### config.mk
export PLATFORM = sky130hd
export DESIGN_NAME = data_stream_stats
export DESIGN_NICKNAME = d
export VERILOG_FILES = /design/src/rtl/data_stream_stats_pkg.sv /design/src/rtl/data_stream_stats.sv
export SDC_FILE = /design/constraint.sdc
export NUM_CORES = 1
export LEC_CHECK = 0
export ABC_AREA = 1
export BUFFER_PORTS_ARGS = -buffer_cell sky130_fd_sc_hd__buf_2
export CORE_MARGIN = 2
export CORE_UTILIZATION = 38
export DETAILED_ROUTE_END_ITERATION = 16
export PLACE_DENSITY = 0.6
export SLEW_MARGIN = 20
export SYNTH_ARGS = -nofsm -noshare
export SYNTH_HDL_FRONTEND = slang
export SYNTH_SLANG_ARGS = --single-unit
### constraint.sdc
create_clock -name clk -period 2.3 [get_ports clk]
set_input_delay 0.115 -clock clk [delete_from_list [all_inputs] [get_ports clk]]
set_output_delay 0.115 -clock clk [all_outputs]
set_load 0.05 [all_outputs]
### src/rtl/data_stream_stats_pkg.sv
// Shared constants and FSM state encoding for the data ROM and its consumers.
`default_nettype none

package data_stream_stats_pkg;

  localparam int DEF_NUM_ENTRIES = 11;
  localparam int DEF_DATA_W      = 8;
  localparam int DEF_IDX_W       = 4;
  localparam int DEF_SUM_W       = 12;

  typedef enum logic [1:0] {
    ST_IDLE = 2'd0,
    ST_READ = 2'd1,
    ST_DONE = 2'd2
  } state_t;

endpackage

`default_nettype wire

### src/rtl/data_stream_stats.sv
// Walks the data ROM once per start pulse and keeps the signed sum, minimum and maximum.
`default_nettype none

module data_stream_stats
  import data_stream_stats_pkg::*;
#(
  parameter int NUM_ENTRIES = DEF_NUM_ENTRIES,
  parameter int DATA_W      = DEF_DATA_W,
  parameter int IDX_W       = DEF_IDX_W,
  parameter int SUM_W       = DEF_SUM_W
) (
  input  logic              clk,
  input  logic              rst_n,
  input  logic              start,
  output logic [IDX_W-1:0]  data_index,
  input  logic [DATA_W-1:0] data_in,
  output logic              busy,
  output logic              done,
  output logic [SUM_W-1:0]  sum,
  output logic [DATA_W-1:0] min_val,
  output logic [DATA_W-1:0] max_val
);

  localparam logic [IDX_W-1:0]  LAST_IDX = IDX_W'(NUM_ENTRIES - 1);
  localparam logic [DATA_W-1:0] MIN_INIT = {1'b0, {(DATA_W-1){1'b1}}};
  localparam logic [DATA_W-1:0] MAX_INIT = {1'b1, {(DATA_W-1){1'b0}}};

  state_t             r_state;
  state_t             w_next;
  logic [IDX_W-1:0]   r_idx;
  logic [SUM_W-1:0]   r_sum;
  logic [DATA_W-1:0]  r_min;
  logic [DATA_W-1:0]  r_max;
  logic [SUM_W-1:0]   w_ext;
  logic               w_last;
  logic               w_lt_min;
  logic               w_gt_max;

  assign w_ext    = {{(SUM_W-DATA_W){data_in[DATA_W-1]}}, data_in};
  assign w_last   = (r_idx == LAST_IDX);
  assign w_lt_min = $signed(data_in) < $signed(r_min);
  assign w_gt_max = $signed(data_in) > $signed(r_max);

  always_ff @(posedge clk or negedge rst_n) begin
    if (!rst_n) r_state <= ST_IDLE;
    else        r_state <= w_next;
  end

  always_comb begin
    w_next = r_state;
    case (r_state)
      ST_IDLE: if (start) w_next = ST_READ;
      ST_READ: if (w_last) w_next = ST_DONE;
      ST_DONE: w_next = ST_IDLE;
      default: w_next = ST_IDLE;
    endcase
  end

  // Results are only rewritten at run start and during READ, so they hold elsewhere.
  always_ff @(posedge clk or negedge rst_n) begin
    if (!rst_n) begin
      r_idx <= '0;
      r_sum <= '0;
      r_min <= '0;
      r_max <= '0;
    end else begin
      case (r_state)
        ST_IDLE: begin
          if (start) begin
            r_idx <= '0;
            r_sum <= '0;
            r_min <= MIN_INIT;
            r_max <= MAX_INIT;
          end
        end
        ST_READ: begin
          r_sum <= r_sum + w_ext;
          if (w_lt_min) r_min <= data_in;
          if (w_gt_max) r_max <= data_in;
          r_idx <= w_last ? '0 : r_idx + IDX_W'(1);
        end
        default: ;
      endcase
    end
  end

  assign data_index = r_idx;
  assign busy       = (r_state == ST_READ) || (r_state == ST_DONE);
  assign done       = (r_state == ST_DONE);
  assign sum        = r_sum;
  assign min_val    = r_min;
  assign max_val    = r_max;

endmodule

`default_nettype wire

After elaboration in Yosys (flattened, before gate mapping)
Index checks and enable logic that the tools add are counted.
Operators by class
  add/subtract/negate cells: 2
  $lt $le $gt $ge: 2
  equal/unequal tests: 7
  mux-type cells: 14
  reduce and logical (&&, ||, !) cells: 7
Operator list (number)
  $mux W8: 4
  $pmux W8 S2: 2
  $pmux W12 S2: 1
  $add A12 B12 Y12: 1
  $mux W12: 1
  $gt A8 B8 Y1: 1
  $lt A8 B8 Y1: 1
  $mux W4: 2
  $ne A2 B2 Y1 const B: 4
  $pmux W4 S2: 1
  $reduce_and A3 Y1: 2
  $add A4 B1 Y4 const B: 1
  $eq A4 B4 Y1 const B: 1
  $mux W2: 2
  $pmux W2 S2: 1
  $reduce_and A2 Y1: 2
  $eq A2 B1 Y1 const B: 1
  $eq A2 B2 Y1 const B: 1
  $logic_not A2 Y1: 1
  $reduce_bool A2 Y1: 1
  $logic_or A1 B1 Y1: 1
Word-level totals
  register bits: 34
  input bits: 11
  output and inout bits: 34
  logic and storage cells: 37

Logic depth before layout (Yosys ltp)
Gate-level depths: netlist of the first run.
  depth after elaboration: 3
  depth in mapped cells: 15
  mapped depth without buffers: 15

Worst setup path before layout of the first run
OpenSTA, ideal clock, no wires.
  kind: flip-flop to flip-flop
  start: register r_max[7] (netlist: max_val[7])
  end: register r_max[0] (netlist: max_val[0])
  setup time: 0.119 ns
  arrival: 1.789 ns
  required time: 2.181 ns
  setup slack: 0.392 ns
  stages on the path, launching flop included: 12
  path buffers: 0
  clock period less this slack: 1.908 ns
  cell sequence: dfrtp_1 -> inv_1 -> ha_1 -> a21o_1 -> nor2_2 -> nand2_1 -> nand2_1 -> nand3_2 -> nand2_4 -> nand2_4 -> nand2_1 -> nand2_1
Between the ends
  word-level cells in the longest chain between the ends: 3
RTL lines
  start: declaration: RTL line data_stream_stats.sv:33  | logic [DATA_W-1:0] r_max;
  start signal: assignment: RTL line data_stream_stats.sv:79  | if (w_gt_max) r_max <= data_in;
  $gt A8 B8 Y1: RTL line data_stream_stats.sv:42  | assign w_gt_max = $signed(data_in) > $signed(r_max);
  $ne A2 B2 Y1 (no source line)
  $reduce_and A3 Y1 (no source line)
No other way between the ends.
A chain may end at the register's enable or synchronous reset.

Worst setup path after layout of the first run
  start: register r_state[1]
  end: register r_idx[3] (netlist: data_index[3])
Between the ends
  word-level cells in the longest chain between the ends: 3
  elaborated cells on any way between the ends: 6
  classes of those cells: eq/ne (2); mux (1); reduce/logical (3)
RTL lines
  start: declaration: RTL line data_stream_stats.sv:28  | state_t r_state;
  start signal: assignment: RTL line data_stream_stats.sv:46  | else r_state <= w_next;
  $eq A2 B1 Y1 or $logic_not A2 Y1 (tied branches): RTL line data_stream_stats.sv:67  | case (r_state)
  $reduce_bool A2 Y1 (no source line) or $ne A2 B2 Y1 (tied branches)
  $reduce_and A2 Y1 (no source line)
  end signal: assignment: RTL line data_stream_stats.sv:80  | r_idx <= w_last ? '0 : r_idx + IDX_W'(1);
  end: declaration: RTL line data_stream_stats.sv:30  | logic [IDX_W-1:0] r_idx;
Parallel ways exist; a longest one is shown, timed or not.

==> metrics.txt, run 1 <==
status=completed; # hold bufs at CTS=1; most frequent cells in the layout=nand2_1, inv_1, buf_2; critical path start-end classification=register to register; Max VDD drop=0.6181 mV; Final Cycle Share=0.8086; clk buf depth=2; Setup TNS Final=0 ns; Starting Density=0.3977; synth unique cells=33; Primary FF master, synth=dfrtp_1; R2R setup slack=0.44 ns; EDFF count, synth=0; post-synthesis async set-or-reset flop share=1.000; core area=6459 um2; hold path start=data_in[0]; Worst Setup End Kind=register; Post-Syn Area per Cell=7.446 um2; Syn Nets=~390; max cap viols=0; crit-path max FO=24; register area share after synthesis=0.3312; max_slew headroom=0.4559; Port Buffers=44; H-tree depth=2; worst slew pin tran=around 0.82 ns; Die ar.=7433 um2; Worst-path clk slew=0.07 ns; crit-path max cell delay=0.38 ns; final setup fails=0; detailed-route via count=2289; I/O pin total=45; post_cts resized=0; CTS tree=yes; Layout Nets=between 400 and 500; fmax=0.5377 GHz; Clock Skew=0.01032 ns; Worst EP required=2.51 ns; latest clock arrival within the worst-skew pair=around 0.30 ns; GR Overflow Total=0; unrepaired setup endpoints after global routing=false; Die Ht=roughly 86 um; largest net degree at the start of global routing=35; Worst path slowest cell=dfrtp_1; drt first pass iters=5; Final Max Tran Viols=0; Area growth syn-to-layout=15.64%; WHS=0.1985 ns; ANT nets after route=0; Yosys Warn Count=0; R2R cell count=10; Die Width=86.22 um; synthesized area=2569 um2; share of cells above drive strength 1=0.1827; most frequent CP cell=inv_1; HP Class=primary input to register; Worst EP arrival=about 2.1 ns; final hold vios=0; initial DRC count=between 70 and 80; CP Cell Sequence=inv_1, ha_1, inv_1, nor2_2, inv_1, nand2_4, nand2_4, inv_2, nor2_1, nor3_1; end point of the worst hold path=max_val[0]; commonest non-fill, non-tap cell in the layout=nand2_1; Synth Instances=345; first-pass GRT wire length=10150 um; gr usage total=0.1749; WHS Path Cells=5; worst r2r dst=data_index[3]; HPWL Detailed=4464 um; Core Rows=29; Synth Register Bits=34; fin crit period=1.860 ns; ant diodes=0; routability cong.=0.8237; reg2reg start=r_state[1]; CP Launch Type=register; CTS buffer count=5; vias per cell=4.860; antenna violations before repair=0; Clock Tree Root=clkbuf_8; PD cells=1544 nW/um2; drt total wl=between 5000 and 6000 um; DRC violations left=0; wire length per cell=~13 um; Post-CTS Setup Inserts=0; vias in the first global route=roughly 2100; CTS Sinks=34; P_leak=1.777 nW
-- sequential cells by signal (all words and copies together) (netlist names) --
signal / flops
sum: 12
max_val: 8
min_val: 8
data_index: 4
r_state: 2
-- metrics by stage --
step / instances / util / setup slack [ns] / area [um2] / power [mW]
after floorplan: 345 / - / 0.3918 / 2569 / 3.476
after global placement: 462 / 0.4413 / 0.5070 / 2850 / 4.047
after detailed placement: 462 / 0.4413 / 0.4268 / 2850 / 4.086
after CTS: 471 / 0.4599 / 0.4113 / 2970 / 4.646
after global routing: 471 / 0.4599 / 0.2566 / 2970 / 5.033
final: 471 / 0.4599 / 0.4403 / 2970 / 4.585
-- layout make-up --
class                      instances  area, um2
timing repair buffer              46      237.7
inverter                          56      210.2
clock buffer                       8      110.1
sequential                        34      850.8
tap                               77      96.34
multi-input combinational        250       1465
fill                             690       3488
-- cells by family (layout without fill, tap and decap cells) --
| kind of cell | after synthesis | after routing | share of synthesized area |
|---|---|---|---|
| AO/OA/AOI/OAI | 41 | 41 | 0.09157 |
| XOR/XNOR | 3 | 3 | 0.01023 |
| adder cells (fa/ha/maj) | 33 | 33 | 0.1637 |
| buffers and inverters | 61 | 110 | 0.09839 |
| flip-flops | 34 | 34 | 0.3312 |
| AND/OR/NAND/NOR | 173 | 173 | 0.3049 |
-- synth_stat cells (4+ instances only) --
master | n | share of area
inv_1 | 53 | 0.077
a21oi_1 | 19 | 0.037
nand2_4 | 5 | 0.022
nand2_2 | 4 | 0.0097
nand4_1 | 4 | 0.0097
ha_1 | 32 | 0.16
nor2_1 | 12 | 0.018
nand3_1 | 27 | 0.053
o21ai_0 | 10 | 0.019
dfrtp_1 | 34 | 0.33
nand2_1 | 110 | 0.16
-- report_power, final --
| group | internal, mW | switching, mW |
|---|---|---|
| Combinational | 0.850 | 2.16 |
| Sequential | 0.852 | 0.189 |
| Clock | 0.303 | 0.234 |
-- layer usage --
layer  track usage  up-vias  wire length (um)
met5             0        -                 0
met4       0.05966        0                93
met3       0.03143        6               181
met2        0.2840       39              2770
met1        0.2359     1044              2909
li1              -     1200                 -
-- critical path, delay by kind of cell, from the launching register on --
family	cells	cell delay (ns)
fa+ha+maj	1	0.18
simple gates	5	0.70
flops	1	0.38
buf+inv	4	0.53
-- worst max-delay path by stage --
stage | from | end | cells after the start
final | r_state[1] | data_index[3] | 10
after global routing | r_state[1] | data_index[3] | 10
after CTS | r_state[0] | data_index[3] | 10
after detailed placement | r_state[0] | data_index[3] | 10
after global placement | r_state[0] | data_index[3] | 10
after floorplan | max_val[7] | max_val[0] | 11
No activity file was read; power rests on OpenSTA's default activity.
==> run 2, diff against run 1 <==
- clock period: 2.3 -> 1.75 ns (I/O delays scaled with it)
==> run 2 against run 1 <==
  * Clock power grew 18%
  * Via count grew 4.0%
  * Non-clock buffer count grew 17
  * Die area is the same
  * Worst hold slack lost 0.032 ns
  * Setup slack lost 0.38 ns
  * Cell count grew 3.8%
  * Largest cell class unchanged
==> metrics.txt, run 2 (synthesized netlist as in run 1, its figures left out) <==
fmax=0.5933 GHz (+10%); first-pass GRT wire length=10030 um (-1.2%); final setup fails=0 (unchanged); Starting Density=0.3977 (unchanged); ant diodes=0 (unchanged); R2R setup slack=0.06 ns (-0.38 ns); detailed-route via count=2381 (+4.0%); Largest register FFs=12 (unchanged); clk buf depth=2 (unchanged); H-tree depth=2 (unchanged); vias in the first global route=2150 (+2.1%); P_leak=1.852 nW (+4.2%); fin crit period=1.685 ns (-0.1743 ns); final setup margin=0.06456 ns (-0.3757 ns); Seq pwr share=0.213 (-0.014); final hold vios=0 (unchanged); routability cong.=0.8691 (+5.5%); status=completed; core area=6459 um2 (unchanged); Die Ht=86.22 um (unchanged); max_slew headroom=0.6900 (+0.2341); CTS tree=yes; drt total wl=6285 um (+5.6%); latest clock arrival within the worst-skew pair=0.29 ns (about the same); ANT nets after route=0 (unchanged); Psw=3.654 mW (+42%); commonest non-fill, non-tap cell in the layout=nand2_1; total power=6.670 mW (+45%); Final Max Tran Viols=0 (unchanged); CTS Sinks=34 (unchanged); clock power share=0.095 (-0.022); wire length per cell=12.85 um (+1.7%); drt first pass iters=4 (-1); largest net degree at the start of global routing=35 (unchanged); initial DRC count=124 (+59%); Worst EP required=1.99 ns (-0.52 ns); end point of the worst hold path=max_val[0]; GR Overflow Total=0 (unchanged); worst r2r dst=sum[6]; WHS Path Cells=5 (unchanged); dpl ws=0.02039 ns (-0.4064 ns); R2R cell count=7 (-3); Comb pwr share=0.692 (+0.036); critical path start-end classification=register to register; Max VDD drop=0.9205 mV (+49%); internal cell power=3.016 mW (+50%); Die Width=86.22 um (unchanged); hold path start=data_in[0]; DRC violations left=0 (unchanged); Port Buffers=44 (unchanged); I/O pin total=45 (unchanged); PD cells=2002 nW/um2 (+30%); gr usage total=0.1715 (-0.003415); Core Rows=29 (unchanged); Final Cycle Share=0.9631 (+0.1545); Clock Tree Root=clkbuf_8; Worst-path clk slew=0.08 ns (about the same); Layout Nets=455 (+4.1%); CP Launch Type=register; share of cells above drive strength 1=0.3374 (+0.1546); Worst Setup End Kind=register; Clock Skew=0.008960 ns (-0.001363 ns); CTS buffer count=5 (unchanged); HP Class=primary input to register; HPWL Detailed=4500 um (+0.79%); Area growth syn-to-layout=29.71%; most frequent cells in the layout=nand2_1, inv_1, buf_2; antenna violations before repair=0 (unchanged); Setup TNS Final=0 ns (unchanged); crit-path max FO=3 (-88%); switching share of power=0.5478 (-0.01504); worst slew pin tran=0.4651 ns (-0.3511 ns); reg2reg start=sum[0]; Worst EP arrival=1.92 ns (-0.15 ns); vias per cell=4.869 (+0.19%); max cap viols=0 (unchanged); Die ar.=7433 um2 (unchanged)
-- run 2: cell count changes in the layout (fill, tap and decap cells not counted), sizes merged --
| cell | delta |
|---|---|
| clkbuf | -1 |
| clkinv | +1 |
| nand3 | +1 |
| buf | +17 |
-- run 2: final cells by class --
type                            count  area, um2
Clock inverter                      1      5.005
Fill cell                         640       3127
Tap cell                           77      96.34
Clock buffer                        7      86.33
Multi-Input combinational cell    251       1673
Sequential cell                    34      872.1
Timing Repair Buffer               63      389.1
Inverter                           56      210.2
-- run 2: power groups by stage --
stage	Combinational [mW]	Sequential, mW	Clock [mW]
after floorplan	2.20	2.43	0
after global placement	4.07	1.41	0
after detailed placement	4.12	1.41	0
after CTS	4.14	1.40	0.641
after global routing	5.09	1.47	0.679
final	4.62	1.42	0.632
-- run 2: per-layer routing --
metal / vias up / track usage / routed length, um
met5: - / 0 / 0
met4: 0 / 0.05966 / 87
met3: 8 / 0.02952 / 180
met2: 38 / 0.2826 / 2979
met1: 1098 / 0.2279 / 3036
li1: 1237 / - / -
-- run 2: what timing repair did --
item / 4_1_cts / 5_1_grt
gates resized for setup: 0 / 42
hold endpoints to repair: 34 / 0
buffers inserted: 0 / 12
endpoints found under the setup margin: 0 / 22
hold buffers: 1 / 0
-- run 2: worst max path at each step --
stage / endpoint / slack (ns) / startpoint
finish: sum[6] / 0.06 / sum[0]
global route: max_val[4] / -0.04 / max_val[3]
CTS: sum[8] / 0.02 / sum[0]
detailed placement: sum[8] / 0.02 / sum[0]
global placement: sum[8] / 0.04 / sum[0]
floorplan: min_val[0] / 0.005 / min_val[2]
-- run 2: per-stage QoR --
stage               utilization  cells  instance area (um2)  hold slack [ns]
floorplan                     -    345                 2618          -0.2081
global placement         0.4566    467                 2949           0.1586
detailed placement       0.4566    467                 2949           0.1656
CTS                      0.4723    476                 3050           0.1511
global route             0.5159    489                 3332           0.1980
finish                   0.5159    489                 3332           0.1667
-- run 2: critical path: stages (launching register included) --
cell and delay (ns):
dfrtp_2 0.43, ha_4 0.17, fa_2 0.37, buf_4 0.15
a211o_1 0.26, a21oi_1 0.12, o21ai_1 0.08, nand2_1 0.06
